===== src/rtl/clk_synth_pkg.sv =====
// Shared constants and helpers for the synthesizable clock-enable generator.
// Parameter ranges, width helper and elaboration-time legality check.
package clk_synth_pkg;

  localparam int FX_M_MIN = 1;
  localparam int FX_M_MAX = 32;
  localparam int FX_D_MIN = 2;
  localparam int FX_D_MAX = 64;
  localparam int DV_MIN   = 2;
  localparam int DV_MAX   = 32;
  localparam int LOCK_MIN = 1;
  localparam int LOCK_MAX = 255;
  localparam int LOCK_W   = 8;

  function automatic int width_of(input int n);
    return (n <= 2) ? 1 : $clog2(n);
  endfunction

  function automatic bit params_legal(
    input int m,
    input int d,
    input int dv,
    input int lock
  );
    bit ok;
    ok = 1'b1;
    if (m < FX_M_MIN || m > FX_M_MAX) ok = 1'b0;
    if (d < FX_D_MIN || d > FX_D_MAX) ok = 1'b0;
    if (2 * m > d) ok = 1'b0;
    if (dv < DV_MIN || dv > DV_MAX) ok = 1'b0;
    if (lock < LOCK_MIN || lock > LOCK_MAX) ok = 1'b0;
    return ok;
  endfunction

endpackage


===== src/rtl/clk_enable_synth_if.sv =====
// Output bundle of the clock-enable generator.
// Master drives the strobes/levels, slave consumes them.
interface clk_enable_synth_if;

  logic locked;
  logic fx_en;
  logic fx_clk;
  logic dv_en;
  logic dv_clk;

  modport master (
    output locked,
    output fx_en,
    output fx_clk,
    output dv_en,
    output dv_clk
  );

  modport slave (
    input locked,
    input fx_en,
    input fx_clk,
    input dv_en,
    input dv_clk
  );

endinterface


===== src/rtl/clk_enable_synth_accum.sv =====
// Bresenham rate accumulator: adds STEP modulo MOD while enabled
// and flags every wrap, giving STEP wraps per MOD enabled cycles.
module frac_rate_accum
  import clk_synth_pkg::*;
#(
  parameter int STEP = 2,
  parameter int MOD  = 10
) (
  input  logic clk,
  input  logic rst_n,
  input  logic i_en,
  output logic o_wrap
);

  // One extra bit so acc+STEP cannot overflow before the compare
  localparam int W = width_of(2 * MOD);
  localparam logic [W-1:0] LP_STEP = W'(STEP);
  localparam logic [W-1:0] LP_MOD  = W'(MOD);

  logic [W-1:0] r_acc;
  logic [W-1:0] w_sum;
  logic         w_wrap;

  assign w_sum  = r_acc + LP_STEP;
  assign w_wrap = (w_sum >= LP_MOD);
  assign o_wrap = i_en & w_wrap;

  always_ff @(posedge clk or negedge rst_n) begin
    if (!rst_n) begin
      r_acc <= '0;
    end else if (i_en) begin
      r_acc <= w_wrap ? (w_sum - LP_MOD) : w_sum;
    end
  end

endmodule


===== src/rtl/clk_enable_synth.sv =====
// Single-clock replacement for a DCM chain: lock delay, fractional
// FX strobe/level and integer-divided DV strobe/level as enables.
module clk_enable_synth
  import clk_synth_pkg::*;
#(
  parameter int FX_MULTIPLY = 2,
  parameter int FX_DIVIDE   = 10,
  parameter int DV_DIVIDE   = 10,
  parameter int LOCK_CYCLES = 16
) (
  input  logic               clk,
  input  logic               rst_n,
  clk_enable_synth_if.master o_if
);

  if (!params_legal(FX_MULTIPLY, FX_DIVIDE,
                    DV_DIVIDE, LOCK_CYCLES)) begin : g_illegal
    $error("clk_enable_synth: illegal parameter set");
  end

  localparam int LW = LOCK_W;
  localparam logic [LW-1:0] LOCK_LAST = LW'(LOCK_CYCLES - 1);

  localparam int DVW = width_of(DV_DIVIDE);
  localparam logic [DVW-1:0] DV_LAST = DVW'(DV_DIVIDE - 1);
  localparam logic [DVW-1:0] DV_HALF = DVW'(DV_DIVIDE / 2);

  logic [LW-1:0]  r_lock_cnt;
  logic           r_locked;
  logic [DVW-1:0] r_dv_cnt;
  logic           r_fx_en;
  logic           r_fx_clk;
  logic           w_wrap1;
  logic           w_wrap2;

  always_ff @(posedge clk or negedge rst_n) begin
    if (!rst_n) begin
      r_lock_cnt <= '0;
      r_locked   <= 1'b0;
    end else if (!r_locked) begin
      r_lock_cnt <= r_lock_cnt + 1'b1;
      if (r_lock_cnt == LOCK_LAST) r_locked <= 1'b1;
    end
  end

  always_ff @(posedge clk or negedge rst_n) begin
    if (!rst_n) begin
      r_dv_cnt <= '0;
    end else if (r_locked) begin
      r_dv_cnt <= (r_dv_cnt == DV_LAST) ? '0 : r_dv_cnt + 1'b1;
    end
  end

  frac_rate_accum #(
    .STEP (FX_MULTIPLY),
    .MOD  (FX_DIVIDE)
  ) u_fx_en (
    .clk    (clk),
    .rst_n  (rst_n),
    .i_en   (r_locked),
    .o_wrap (w_wrap1)
  );

  // Double rate: each wrap is a half-period of fx_clk
  frac_rate_accum #(
    .STEP (2 * FX_MULTIPLY),
    .MOD  (FX_DIVIDE)
  ) u_fx_clk (
    .clk    (clk),
    .rst_n  (rst_n),
    .i_en   (r_locked),
    .o_wrap (w_wrap2)
  );

  always_ff @(posedge clk or negedge rst_n) begin
    if (!rst_n) begin
      r_fx_en  <= 1'b0;
      r_fx_clk <= 1'b0;
    end else begin
      r_fx_en <= w_wrap1;
      if (w_wrap2) r_fx_clk <= ~r_fx_clk;
    end
  end

  assign o_if.locked = r_locked;
  assign o_if.fx_en  = r_fx_en;
  assign o_if.fx_clk = r_fx_clk;
  assign o_if.dv_en  = r_locked & (r_dv_cnt == DV_LAST);
  assign o_if.dv_clk = r_locked & (r_dv_cnt < DV_HALF);

endmodule


===== src/flat_wrapper.sv =====
// flat-port wrapper written by rule: the top's interface ports become plain ports
module clk_enable_synth_flat import clk_synth_pkg::*;
#(
  parameter int FX_MULTIPLY = 2,
  parameter int FX_DIVIDE   = 10,
  parameter int DV_DIVIDE   = 10,
  parameter int LOCK_CYCLES = 16
)
  (clk, rst_n, o_if_locked, o_if_fx_en, o_if_fx_clk, o_if_dv_en, o_if_dv_clk);
  clk_enable_synth_if o_if_i ();
  input  logic clk;
  input  logic rst_n;
  output wire logic [$bits(o_if_i.locked)-1:0] o_if_locked;
  output wire logic [$bits(o_if_i.fx_en)-1:0] o_if_fx_en;
  output wire logic [$bits(o_if_i.fx_clk)-1:0] o_if_fx_clk;
  output wire logic [$bits(o_if_i.dv_en)-1:0] o_if_dv_en;
  output wire logic [$bits(o_if_i.dv_clk)-1:0] o_if_dv_clk;
  assign o_if_locked = o_if_i.locked;
  assign o_if_fx_en = o_if_i.fx_en;
  assign o_if_fx_clk = o_if_i.fx_clk;
  assign o_if_dv_en = o_if_i.dv_en;
  assign o_if_dv_clk = o_if_i.dv_clk;
  clk_enable_synth #(.FX_MULTIPLY(FX_MULTIPLY), .FX_DIVIDE(FX_DIVIDE), .DV_DIVIDE(DV_DIVIDE), .LOCK_CYCLES(LOCK_CYCLES)) u_core (.clk(clk), .rst_n(rst_n), .o_if(o_if_i));
endmodule

===== config.mk =====
export PLATFORM = sky130hd
export DESIGN_NAME = clk_enable_synth_flat
export DESIGN_NICKNAME = d
export VERILOG_FILES = /design/src/rtl/clk_synth_pkg.sv /design/src/rtl/clk_enable_synth_if.sv /design/src/rtl/clk_enable_synth_accum.sv /design/src/rtl/clk_enable_synth.sv /design/src/flat_wrapper.sv
export SDC_FILE = /design/constraint.sdc
export NUM_CORES = 1
export LEC_CHECK = 0
export CAP_MARGIN = 20
export CORE_UTILIZATION = 55
export CTS_CLUSTER_SIZE = 16
export DETAILED_ROUTE_END_ITERATION = 16
export PLACE_DENSITY = 0.74
export SETUP_SLACK_MARGIN = 0.3
export SLEW_MARGIN = 20
export SYNTH_ARGS = -nofsm -noshare
export SYNTH_HDL_FRONTEND = slang
export SYNTH_SLANG_ARGS = --single-unit

===== constraint.sdc =====
create_clock -name clk -period 5.1 [get_ports clk]
set_input_delay 1.275 -clock clk [delete_from_list [all_inputs] [get_ports clk]]
set_output_delay 1.275 -clock clk [all_outputs]
set_load 0.02 [all_outputs]

======== Yosys cells after proc, flatten, opt, wreduce, memory -nomap -nowiden ========
Index checks and enable logic that the tools add are counted.
cells by class
  add/sub/neg operators ................... 6
  magnitude comparators ................... 3
  eq/ne operators ......................... 2
  muxes and demuxes ....................... 5
  bitwise operators ....................... 5
operators by type and width
  operator                                             count
  >= comparator 5 x 4 -> 1 bit, second input constant  2
  2-to-1 mux 5 bit                                     2
  subtractor 5 x 4 -> 5 bit, second input constant     2
  adder 8 x 1 -> 8 bit, second input constant          1
  == test 8 x 4 -> 1 bit, second input constant        1
  adder 5 x 2 -> 5 bit, second input constant          1
  adder 5 x 3 -> 5 bit, second input constant          1
  adder 4 x 1 -> 4 bit, second input constant          1
  AND 1 bit                                            4
  == test 4 bit, second input constant                 1
  < comparator 4 x 3 -> 1 bit, second input constant   1
  2-to-1 mux 4 bit                                     1
  2-to-1 mux 1 bit                                     2
  inverter 1 bit                                       1
word-level totals
  register bits after elaboration ......... 25
  input port bits ......................... 2
  output and inout port bits .............. 5

======== Longest topological paths before layout ========
Gate-level depths: netlist (run 1).
  depth in word-level cells ............... 3
  depth in mapped cells ................... 6
  gate-level depth less buffers ........... 6

======== By module ========
From an unflattened synthesis (run 1), not the netlist that was laid out.
unflattened totals
  cell total of the unflattened synthesis .. 123
  area total of the unflattened synthesis .. 1296.2 um2
modules (own cells, without submodules)
  module                             instances  cells each  area each (um2)
  clk_enable_synth                   1          54          654.4
  frac_rate_accum (u_core.u_fx_clk)  1          36          327.8
  frac_rate_accum (u_core.u_fx_en)   1          33          314.1

======== Worst setup path after synthesis (run 1) ========
No wires, ideal clock.
  kind .................................... reg2out
  from .................................... register u_core.r_locked, in the netlist u_core.o_if.locked
  to ...................................... output o_if_dv_en
  arrival ................................. 1321 ps
  required time ........................... 3825 ps
  path slack .............................. 2504 ps
  stages on the path, launching flop included .. 4
  path buffers ............................ 1
  cell sequence ........................... dfrtp_1 -> clkbuf_1 -> nand2_1 -> nor3b_1
on the way
  longest elaborated chain between the ends .. 1
RTL lines
  item                    line                    text
  start, declared         clk_enable_synth.sv:29  logic r_locked;
  start signal, assigned  clk_enable_synth.sv:39  r_locked <= 1'b0;
  start signal, assigned  clk_enable_synth.sv:42  if (r_lock_cnt == LOCK_LAST) r_locked <= 1'b1;
  AND 1 bit               clk_enable_synth.sv:88  assign o_if.dv_en = r_locked & (r_dv_cnt == DV_LAST);
  end, declared           flat_wrapper.sv:16      output wire logic [$bits(o_if_i.dv_en)-1:0] o_if_dv_en;
Every way passes these cells.

======== Final worst setup path (run 1) ========
  from .................................... register u_core.r_locked, in the netlist u_core.o_if.locked
  to ...................................... output o_if_dv_clk
on the way
  longest elaborated chain between the ends .. 1
RTL lines
  item           line                    text
  AND 1 bit      clk_enable_synth.sv:89  assign o_if.dv_clk = r_locked & (r_dv_cnt < DV_HALF);
  end, declared  flat_wrapper.sv:17      output wire logic [$bits(o_if_i.dv_clk)-1:0] o_if_dv_clk;
Every way passes these cells.

==> results of run 1 <==
## worst min-delay path by stage
stage,startpoint,endpoint,slack (ns)
after detailed placement,u_core.r_lock_cnt[7],u_core.r_lock_cnt[7],0.46
after global placement,u_core.o_if.fx_clk,u_core.o_if.fx_clk,0.46
after global routing,u_core.r_lock_cnt[7],u_core.r_lock_cnt[7],0.50
after floorplan,u_core.r_lock_cnt[7],u_core.r_lock_cnt[7],0.45
final,u_core.o_if.fx_clk,u_core.o_if.fx_clk,0.48
after CTS,u_core.r_lock_cnt[7],u_core.r_lock_cnt[7],0.49
## area by class of cell
type                    instances  area (um2)
inverters                       9        33.8
repair buffers                  6        55.1
multi-input cells              82         618
fillers                       170         698
flip-flops and latches         23         576
well taps                      27        33.8
clock inverters                 1        5.00
clock buffers                   3        22.5
## synthesized netlist by cell type, drive strengths merged (2+ instances only)
library cell  number
o211ai             2
mux2               3
nand4              3
o311ai             2
a21boi             3
nand2              8
nor3               3
xnor2             13
dfrtp             23
inv                9
nor2b              3
o21ai              5
ha                 8
nor2               3
a21o               2
and3b              2
xor2               2
nand3              3
nor3b              2
a21oi              4
nand2b             3
## critical path, cell delays in order, from the launching register on
cell and delay [ns]:
sky130_fd_sc_hd__dfrtp_1 0.72, sky130_fd_sc_hd__inv_1 0.27, sky130_fd_sc_hd__nor3_1 0.25, sky130_fd_sc_hd__clkdlybuf4s50_1 0.63
## cell usage in the layout, fill, tap and decap left out, drive strengths merged, types with 2 or more instances in the layout
cell type / count
mux2: 3
o311ai: 2
clkdlybuf4s50: 5
xnor2: 13
ha: 8
o21ai: 5
xor2: 2
o211ai: 2
inv: 9
a21boi: 3
clkbuf: 3
nand2: 8
nor3: 3
nand4: 3
nor3b: 2
dfrtp: 23
a21o: 2
a21oi: 4
and3b: 2
nor2b: 3
nand3: 3
nand2b: 3
nor2: 3
## power by group
part | total, mW | switching (mW) | internal [mW]
Sequential | 0.182 | 0 | 0.182
Combinational | 0.00360 | 0.00333 | 0.000274
Clock | 0.0853 | 0.0560 | 0.0294
## cells by family after synthesis
family | count (synthesis) | synth area share
AND/OR/NAND/NOR | 31 | 0.135
AO/OA/AOI/OAI | 24 | 0.143
flip-flops | 23 | 0.466
XOR/XNOR | 15 | 0.106
buffers and inverters | 11 | 0.0344
adder cells (fa/ha/maj) | 8 | 0.0810
multiplexers | 4 | 0.0354
## sequential cells by signal (all words and copies together) (netlist names)
signal	cells
u_core.u_fx_en.r_acc	4
u_core.r_dv_cnt	4
u_core.r_lock_cnt	8
u_core.u_fx_clk.r_acc	4
u_core.o_if.fx_clk	1
u_core.o_if.locked	1
u_core.o_if.fx_en	1
## stage by stage
stage / instances / utilization / worst slack [ns] / power (mW)
after floorplan: 116 / - / 2.50 / 0.186
after global placement: 147 / 0.647 / 2.08 / 0.190
after detailed placement: 147 / 0.647 / 1.98 / 0.190
after CTS: 151 / 0.661 / 1.62 / 0.277
after global routing: 151 / 0.658 / 1.49 / 0.283
final: 151 / 0.658 / 1.63 / 0.271
## layer usage
metal  part of all wire  wire length, um  global-route usage  vias to the layer above
met3              0.032               63              0.0561                        7
met2               0.47              920               0.301                       12
met1               0.48              938               0.230                      403
met4              0.022               44              0.0952                        0
met5                  0                0                   0                        -
li1                   -                -                   -                      421
==> out/metrics.sh, run 1 <==
CLOCK-ROOT-BUFFER='sky130_fd_sc_hd__clkbuf_4'
COUNT_OF_MAXIMUM_CAPACITANCE_VIOLATIONS=0
POWER_PER_CELL_AREA_mW_PER_MM2=202
FRACTION_OF_FINAL_LAYOUT_CELLS_WITH_DRIVE_STRENGTH_GREATER_THAN_1=0.0968
HOLD_BUFFERS=0
POSTSYNTHREGISTERBITS=23
FINALSETUPTNS_NS=0
DRT_DRC_VIOLATIONS_LEFT=0
CLK_PIN_SLEW_WORST_PATHS_NS=0.13
YS_WARN_COUNT=0
GRT_UTIL_ALL_LAYERS=0.189
DETAILROUTE.VIA_COUNT=843
TOTAL_STANDARD_CELL_AREA_AFTER_SYNTHESIS_MM2=0.00124
FLOORPLAN.DIE_AREA_MM2=0.00244
CRITPATHCAPTURE='o_if_dv_clk'
NETLIST.AREA_LEADER.SHARE=0.466
CORE-AREA_MM2=0.00204
SYNTH_FP_NETS=126
YOSYS-TOP-CELLS-AREA='sky130_fd_sc_hd__dfrtp_1, sky130_fd_sc_hd__xnor2_1, sky130_fd_sc_hd__ha_1, sky130_fd_sc_hd__inv_1, sky130_fd_sc_hd__mux2_2'
POST_DP_CELL_AREA_MM2=0.00132
LAYOUT_WORST_PATH_CYCLE_SHARE=0.680
GRT_MAX_DEGREE=24
HOLD_CLASS='reg -> reg'
FIN_WORST_SKEW_NS=0.00489
FIRST_ITER_VIOLATIONS=15
POSTSYNTHAREAPERCELL_UM2=10.7
POST-CTS-SETUP-BUFFERS=0
YOSYS.CELL_TYPES.COUNT=33
DRT_PRE_ANTENNA_ITERS=4
WORST_SLEW_MARGIN_REL=0.624
R2R_CELLS=5
R2R-END='u_core.u_fx_clk.r_acc[2]'
RSZ0062_AT_GRT='false'
WIRE_PER_INST_UM=13.0
ROUTE.FINAL.WIRE_LENGTH_UM=1970
STATUS='complete, no violations'
GRT_ANTENNA_BEFORE_REPAIR=0
HOLD_DEPTH=1
H-TREE-DEPTH=1
SYNTH-MAIN-FF-CELL='sky130_fd_sc_hd__dfrtp_1'
SYN_INST=116
GLOBAL_ROUTE_WIRE_LENGTH_BEFORE_REPAIR_UM=3480
NUMBER_OF_PLACEMENT_ROWS=16
REQUIRED_NS=3.83
NNETSFINAL=135
SYNTH.YOSYS.SEQ_AREA_SHARE=0.466
MAX_SLEW.WORST_PIN.SLEW_NS=0.564
NUMCTSBUFFERS=3
WORST_VDD_IR_mV=0.153
CTS_BUFFER_DEPTH=2
FP.DIEH_UM=49.4
HOLD_VIOLATIONS=0
AREA_DELTA_SYNTH_FINAL_PCT=8.70
SYNTH_TOP_AREA_CELL='sky130_fd_sc_hd__dfrtp_1'
FINAL.MIN_CLOCK_PERIOD_NS=3.47
OVERFLOW=0
FINAL-MAX-SLEW-VIOLATION-COUNT=0
CRIT-REG2REG-LAUNCH='u_core.u_fx_clk.r_acc[2]'
TIMING.FINAL.SETUP_VIOLATIONS=0
CRIT_PATH_MAX_FANOUT=17
WORSTSKEWPAIRLATENCY_NS=0.32
DETAILEDPLACEMENTHPWL_UM=1380
CLKSINKCOUNT=23
DIE-WIDTH_UM=49.4
INITIAL_CORE_UTIL=0.605
START_KIND='flop'
TOP_LEVEL_PORTS=7
CRITICAL_PATH_ARRIVAL_NS=2.19
BUFFER_PORTS.INSERTED=6
TIMING.CRITICAL_PATH.FROM='u_core.o_if.locked'
ENDPOINT_KIND='output port'
REG2REG_SLACK_NS=3.22
ASYNCSETRESETFLOPFRACSYNTH=1.00
DIODES=0
MAX_FREQ_GHz=0.288
DETAIL_ROUTE.VIAS_PER_CELL=5.58
GLOBALPLACE.CONGESTION=0.810
CTS_TREE='done'
MINIMUM_HOLD_SLACK_NS=0.478
SETUP.WORST_PATH.CLASS='reg -> out'
POST_CTS_RESIZED=0
POWER_LEAKAGE_nW=0.636
ANTENNA_VIOLATING_NETS_POST_ROUTE=0
SYNTH-EDFF-COUNT=0
FINAL_CELL_AREA_MM2=0.00134
VIAS_IN_THE_FIRST_GLOBAL_ROUTE=824
No activity file was read; power rests on OpenSTA's default activity.
==> inputs of run 2 (changes only) <==
Clock period 5.1 ns to 3.2 ns, I/O delays scaled along.
==> out/metrics.sh, run 2 (synthesized netlist as in run 1, its figures left out) <==
STATUS='complete, no violations'
FIRST_ITER_VIOLATIONS=8
MAX_SLEW.WORST_PIN.SLEW_NS=0.502
VIAS_IN_THE_FIRST_GLOBAL_ROUTE=831
LAYOUT_WORST_PATH_CYCLE_SHARE=0.819
H-TREE-DEPTH=1
START_KIND='flop'
TIMING.FINAL.SETUP_VIOLATIONS=0
CP_SLOWEST_CELL='sky130_fd_sc_hd__clkdlybuf4s50_1'
DRT_PRE_ANTENNA_ITERS=3
ROUTE.FINAL.WIRE_LENGTH_UM=2020
SETUP_WS_NS=0.580
TOP_LEVEL_PORTS=7
GRT_ANTENNA_BEFORE_REPAIR=0
NUMCTSBUFFERS=3
FRACTION_OF_FINAL_LAYOUT_CELLS_WITH_DRIVE_STRENGTH_GREATER_THAN_1=0.103
POST-CTS-SETUP-BUFFERS=0
SWITCHING_SHARE=0.205
HOLD_BUFFERS=0
CLKSINKCOUNT=23
RSZ0062_AT_GRT='false'
LAYOUT_COMMON_CELLS='sky130_fd_sc_hd__dfrtp_1, sky130_fd_sc_hd__xnor2_1, sky130_fd_sc_hd__inv_1'
DETAILEDPLACEMENTHPWL_UM=1550
INITIAL_CORE_UTIL=0.605
GLOBALPLACE.CONGESTION=0.813
BUFFER_PORTS.INSERTED=6
FIN_WORST_SKEW_NS=0.00671
WORST_VDD_IR_mV=0.210
LAYOUT.FILLER_CELLS=171
NNETSFINAL=137
AREA_DELTA_SYNTH_FINAL_PCT=10.3
ENDPOINT_KIND='output port'
MOSTFREQUENTLAYOUTCELL='sky130_fd_sc_hd__dfrtp_1'
COMBPWRFRAC=0.017
REQUIRED_NS=2.40
WORST_PATH_MAX_STAGE_DELAY_NS=0.63
LAYOUT.CELLS.NON_FILLER=153
PLACEDCELLCOUNT=149
CRITICAL_PATH_ARRIVAL_NS=1.82
ANTENNA_VIOLATING_NETS_POST_ROUTE=0
TOP_REGISTER='u_core.r_lock_cnt'
DIE-WIDTH_UM=49.4
CLOCK-ROOT-BUFFER='sky130_fd_sc_hd__clkbuf_4'
POWER_PER_CELL_AREA_mW_PER_MM2=312
CPLARGESTDELAYFAMILY='buffers and inverters'
OVERFLOW=0
FINAL-MAX-SLEW-VIOLATION-COUNT=0
REGAREA_UM2=576
NUMBER_OF_PLACEMENT_ROWS=16
CRITICAL_PATH.N_BUFFERS_INVERTERS=2
GLOBAL_ROUTE_WIRE_LENGTH_BEFORE_REPAIR_UM=3680
POWER.SEQUENTIAL.FRACTION=0.682
DIODES=0
HOLD_VIOLATIONS=0
CLK_PIN_SLEW_WORST_PATHS_NS=0.12
COUNT_OF_MAXIMUM_CAPACITANCE_VIOLATIONS=0
CRIT_PATH_MAX_FANOUT=8
SETUP.WORST_PATH.CLASS='reg -> out'
SWITCHINGPOWER_mW=0.0872
FLOORPLAN.DIE_AREA_MM2=0.00244
GRT_MAX_DEGREE=24
POST_CTS_RESIZED=0
PRECTSSETUPSLACK_NS=0.935
SHARE_CLK_OF_TOTAL_POWER=0.301
GRT_UTIL_ALL_LAYERS=0.200
DETAIL_ROUTE.VIAS_PER_CELL=5.42
CP_CELL_SEQUENCE='inv_1 > nor3_1 > clkdlybuf4s50_1'
MAX_FREQ_GHz=0.382
FINALSETUPTNS_NS=0
POWER_LEAKAGE_nW=0.645
FINAL.MIN_CLOCK_PERIOD_NS=2.62
HOLD_CLASS='reg -> reg'
INTERNAL-POWER_mW=0.339
CTS_BUFFER_DEPTH=2
CTS_TREE='done'
WORST_SLEW_MARGIN_REL=0.661
FP.DIEH_UM=49.4
DETAILROUTE.VIA_COUNT=830
WORSTSKEWPAIRLATENCY_NS=0.30
LAYOUT.CORE_UTILIZATION=0.668
CORE-AREA_MM2=0.00204
DRT_DRC_VIOLATIONS_LEFT=0
MAX_REG_FLOPS=8
WIRE_PER_INST_UM=13.2
FOOTPRINT_OF_THE_MULTI_INPUT_GATES_UM2=618
-- run 2: final timing paths --
check                                              start                        to  slack [ns]  cells after the start
worst max-delay path                  u_core.o_if.locked               o_if_dv_clk        0.58                      3
worst min-delay path                  u_core.o_if.fx_clk        u_core.o_if.fx_clk        0.48                      1
worst max register to register  u_core.u_fx_clk.r_acc[2]  u_core.u_fx_clk.r_acc[2]        1.33                      5
worst min register to register        u_core.o_if.fx_clk        u_core.o_if.fx_clk        0.48                      1
max in group asynchronous                          rst_n        u_core.o_if.locked        2.15                      2
min in group asynchronous                          rst_n      u_core.r_lock_cnt[3]        0.83                      2
-- run 2: power by group through the flow --
stage	Sequential [mW]	Combinational, mW	Clock (mW)
CTS	0.291	0.00779	0.133
finish	0.291	0.00718	0.128
global placement	0.296	0.00773	0
detailed placement	0.296	0.00776	0
global route	0.291	0.00891	0.145
floorplan	0.296	0.000000314	0
-- run 2: area by class of cell --
type,instances,area share
Clock buffer,3,0.0165
Clock inverter,1,0.00367
Inverter,9,0.0248
Multi-Input combinational cell,82,0.453
Sequential cell,23,0.422
Tap cell,27,0.0248
Timing Repair Buffer,8,0.0550
-- run 2: worst register-to-register path, stage by stage (launching register included) --
cell and delay, ns:
sky130_fd_sc_hd__dfrtp_1 0.46, sky130_fd_sc_hd__inv_1 0.09, sky130_fd_sc_hd__ha_1 0.33, sky130_fd_sc_hd__o21ai_0 0.42, sky130_fd_sc_hd__mux2_2 0.39, sky130_fd_sc_hd__mux2i_1 0.13
-- run 2: metal layers --
layer  up-vias  GRT usage  routed length [um]
li1        423          -                   -
met1       402      0.265                 951
met2         5      0.340                1030
met3         0     0.0343                  43
met4         0     0.0476                   0
met5         -          0                   0
-- run 2: metrics by stage --
stage,cell area (um2),hold WS [ns],power (mW)
after floorplan,1240,0.447,0.296
after global placement,1340,0.459,0.304
after CTS,1360,0.487,0.432
after global routing,1360,0.504,0.444
final,1360,0.478,0.426
after detailed placement,1340,0.465,0.304
==> inputs of run 3 (changes only) <==
Clock period 3.2 ns to 2.7 ns, I/O delays scaled along.
==> out/metrics.sh, run 3 (synthesized netlist as in run 1, its figures left out) <==
STATUS='complete, no violations'
CRITICAL_PATH_ARRIVAL_NS=1.53
COMBPWRFRAC=0.017
WORST_VDD_IR_mV=0.219
POST_DP_CELL_AREA_MM2=0.00134
WORST_SLEW_MARGIN_REL=0.684
VIAS_IN_THE_FIRST_GLOBAL_ROUTE=839
CORE-AREA_MM2=0.00204
FINAL_CELL_AREA_MM2=0.00136
CPLARGESTDELAYFAMILY='buffers and inverters'
TIMING.FINAL.SETUP_VIOLATIONS=0
TOP_REGISTER='u_core.r_lock_cnt'
COUNT_OF_MAXIMUM_CAPACITANCE_VIOLATIONS=0
TOP_LEVEL_PORTS=7
AREA_DELTA_SYNTH_FINAL_PCT=10.0
INITIAL_CORE_UTIL=0.605
REG2REG_SLACK_NS=0.86
FRACTION_OF_FINAL_LAYOUT_CELLS_WITH_DRIVE_STRENGTH_GREATER_THAN_1=0.0952
FINAL.MIN_CLOCK_PERIOD_NS=2.21
POST-CTS-SETUP-BUFFERS=0
WORST_PATH_MAX_STAGE_DELAY_NS=0.63
GLOBAL_ROUTE_WIRE_LENGTH_BEFORE_REPAIR_UM=3520
RSZ0062_AT_GRT='false'
MAX_SLEW.WORST_PIN.SLEW_NS=0.468
MAX_REG_FLOPS=8
H-TREE-DEPTH=1
HOLD_BUFFERS=0
POWER.SEQUENTIAL.FRACTION=0.683
PRECTSSETUPSLACK_NS=0.599
CP_SLOWEST_CELL='sky130_fd_sc_hd__clkdlybuf4s50_1'
CLKSINKCOUNT=23
GRT_UTIL_ALL_LAYERS=0.190
CLK_PIN_SLEW_WORST_PATHS_NS=0.12
FIRST_ITER_VIOLATIONS=14
WORSTSKEWPAIRLATENCY_NS=0.30
GLOBALPLACE.CONGESTION=0.816
LAYOUT_COMMON_CELLS='sky130_fd_sc_hd__dfrtp_1, sky130_fd_sc_hd__xnor2_1, sky130_fd_sc_hd__inv_1'
POST_CTS_RESIZED=2
SWITCHINGPOWER_mW=0.0997
DRT_PRE_ANTENNA_ITERS=4
BUFFER_PORTS.INSERTED=6
SWITCHING_SHARE=0.198
START_KIND='flop'
SETUP_WS_NS=0.491
LAYOUT.CORE_UTILIZATION=0.666
WIRE_PER_INST_UM=12.7
NUMCTSBUFFERS=3
LAYOUT.FILLER_CELLS=168
CLOCK-ROOT-BUFFER='sky130_fd_sc_hd__clkbuf_4'
ENDPOINT_KIND='output port'
CTS_BUFFER_DEPTH=2
DETAIL_ROUTE.VIAS_PER_CELL=5.50
CRITICAL_PATH.N_BUFFERS_INVERTERS=2
FIN_WORST_SKEW_NS=0.00406
ROUTE.LAYER.MET1.WL_UM=901
REQUIRED_NS=2.03
HOLD_CLASS='reg -> reg'
CTS_TREE='done'
NNETSFINAL=137
ROUTE.FINAL.WIRE_LENGTH_UM=1950
CP_CELL_SEQUENCE='buf_4 > clkdlybuf4s50_1'
MOSTFREQUENTLAYOUTCELL='sky130_fd_sc_hd__dfrtp_1'
CRIT_PATH_MAX_FANOUT=15
GRT_MAX_DEGREE=24
DIODES=0
DIE-WIDTH_UM=49.4
LAYOUT_WORST_PATH_CYCLE_SHARE=0.818
MET3_LENGTH_UM=40
SHARE_CLK_OF_TOTAL_POWER=0.300
FLOORPLAN.DIE_AREA_MM2=0.00244
DETAILEDPLACEMENTHPWL_UM=1480
MAX_FREQ_GHz=0.453
OVERFLOW=0
FP.DIEH_UM=49.4
TOP_LAYER='met4'
DETAILROUTE.VIA_COUNT=842
REGAREA_UM2=576
DRT_DRC_VIOLATIONS_LEFT=0
INTERNAL-POWER_mW=0.404
MET2WIRELENGTH_UM=982
SETUP.WORST_PATH.CLASS='reg -> out'
POWER_PER_CELL_AREA_mW_PER_MM2=370
FINALSETUPTNS_NS=0
NUMBER_OF_PLACEMENT_ROWS=16
FOOTPRINT_OF_THE_MULTI_INPUT_GATES_UM2=618
POWER_LEAKAGE_nW=0.645
FINAL-MAX-SLEW-VIOLATION-COUNT=0
ANTENNA_VIOLATING_NETS_POST_ROUTE=0
HOLD_VIOLATIONS=0
GRT_ANTENNA_BEFORE_REPAIR=0
-- run 3: cell count changes in the layout (fill, tap and decap cells not counted), sizes merged --
cell / previous run / this run
clkdlybuf4s50: 6 / 4
dlygate4sd2: 0 / 2
clkbuf: 3 / 4
clkinv: 1 / 0
-- run 3: metrics by stage --
step | total power [mW] | instances | hold WS, ns
6_report | 0.504 | 153 | 0.480
5_1_grt | 0.526 | 153 | 0.511
4_1_cts | 0.511 | 153 | 0.485
3_5_place_dp | 0.360 | 149 | 0.466
3_3_place_gp | 0.360 | 149 | 0.460
2_1_floorplan | 0.351 | 116 | 0.379
-- run 3: power by group through the flow --
stage          Combinational (mW)  Clock [mW]  Sequential [mW]
3_3_place_gp              0.00915           0            0.351
2_1_floorplan         0.000000314           0            0.351
6_report                  0.00852       0.151            0.344
3_5_place_dp              0.00928           0            0.351
5_1_grt                    0.0102       0.172            0.344
4_1_cts                   0.00923       0.157            0.344
-- run 3: final timing paths --
check | from | end | cells after the start
worst max-delay path | u_core.o_if.locked | o_if_locked | 2
worst min-delay path | u_core.r_lock_cnt[7] | u_core.r_lock_cnt[7] | 1
worst max register to register | u_core.u_fx_clk.r_acc[2] | u_core.u_fx_clk.r_acc[2] | 5
worst min register to register | u_core.r_lock_cnt[7] | u_core.r_lock_cnt[7] | 1
max in group asynchronous | rst_n | u_core.u_fx_clk.r_acc[2] | 2
min in group asynchronous | rst_n | u_core.r_lock_cnt[3] | 2
-- run 3: routing by layer --
layer  vias up  GRT usage
met3         4     0.0312
met5         -          0
li1        421          -
met1       410      0.234
met2         7      0.329
met4         0     0.0810
-- run 3: final cells by class --
type	count	share of cell area
Timing Repair Buffer	8	0.0534
Sequential cell	23	0.423
Multi-Input combinational cell	82	0.454
Clock buffer	4	0.0193
Inverter	9	0.0248
Tap cell	27	0.0248
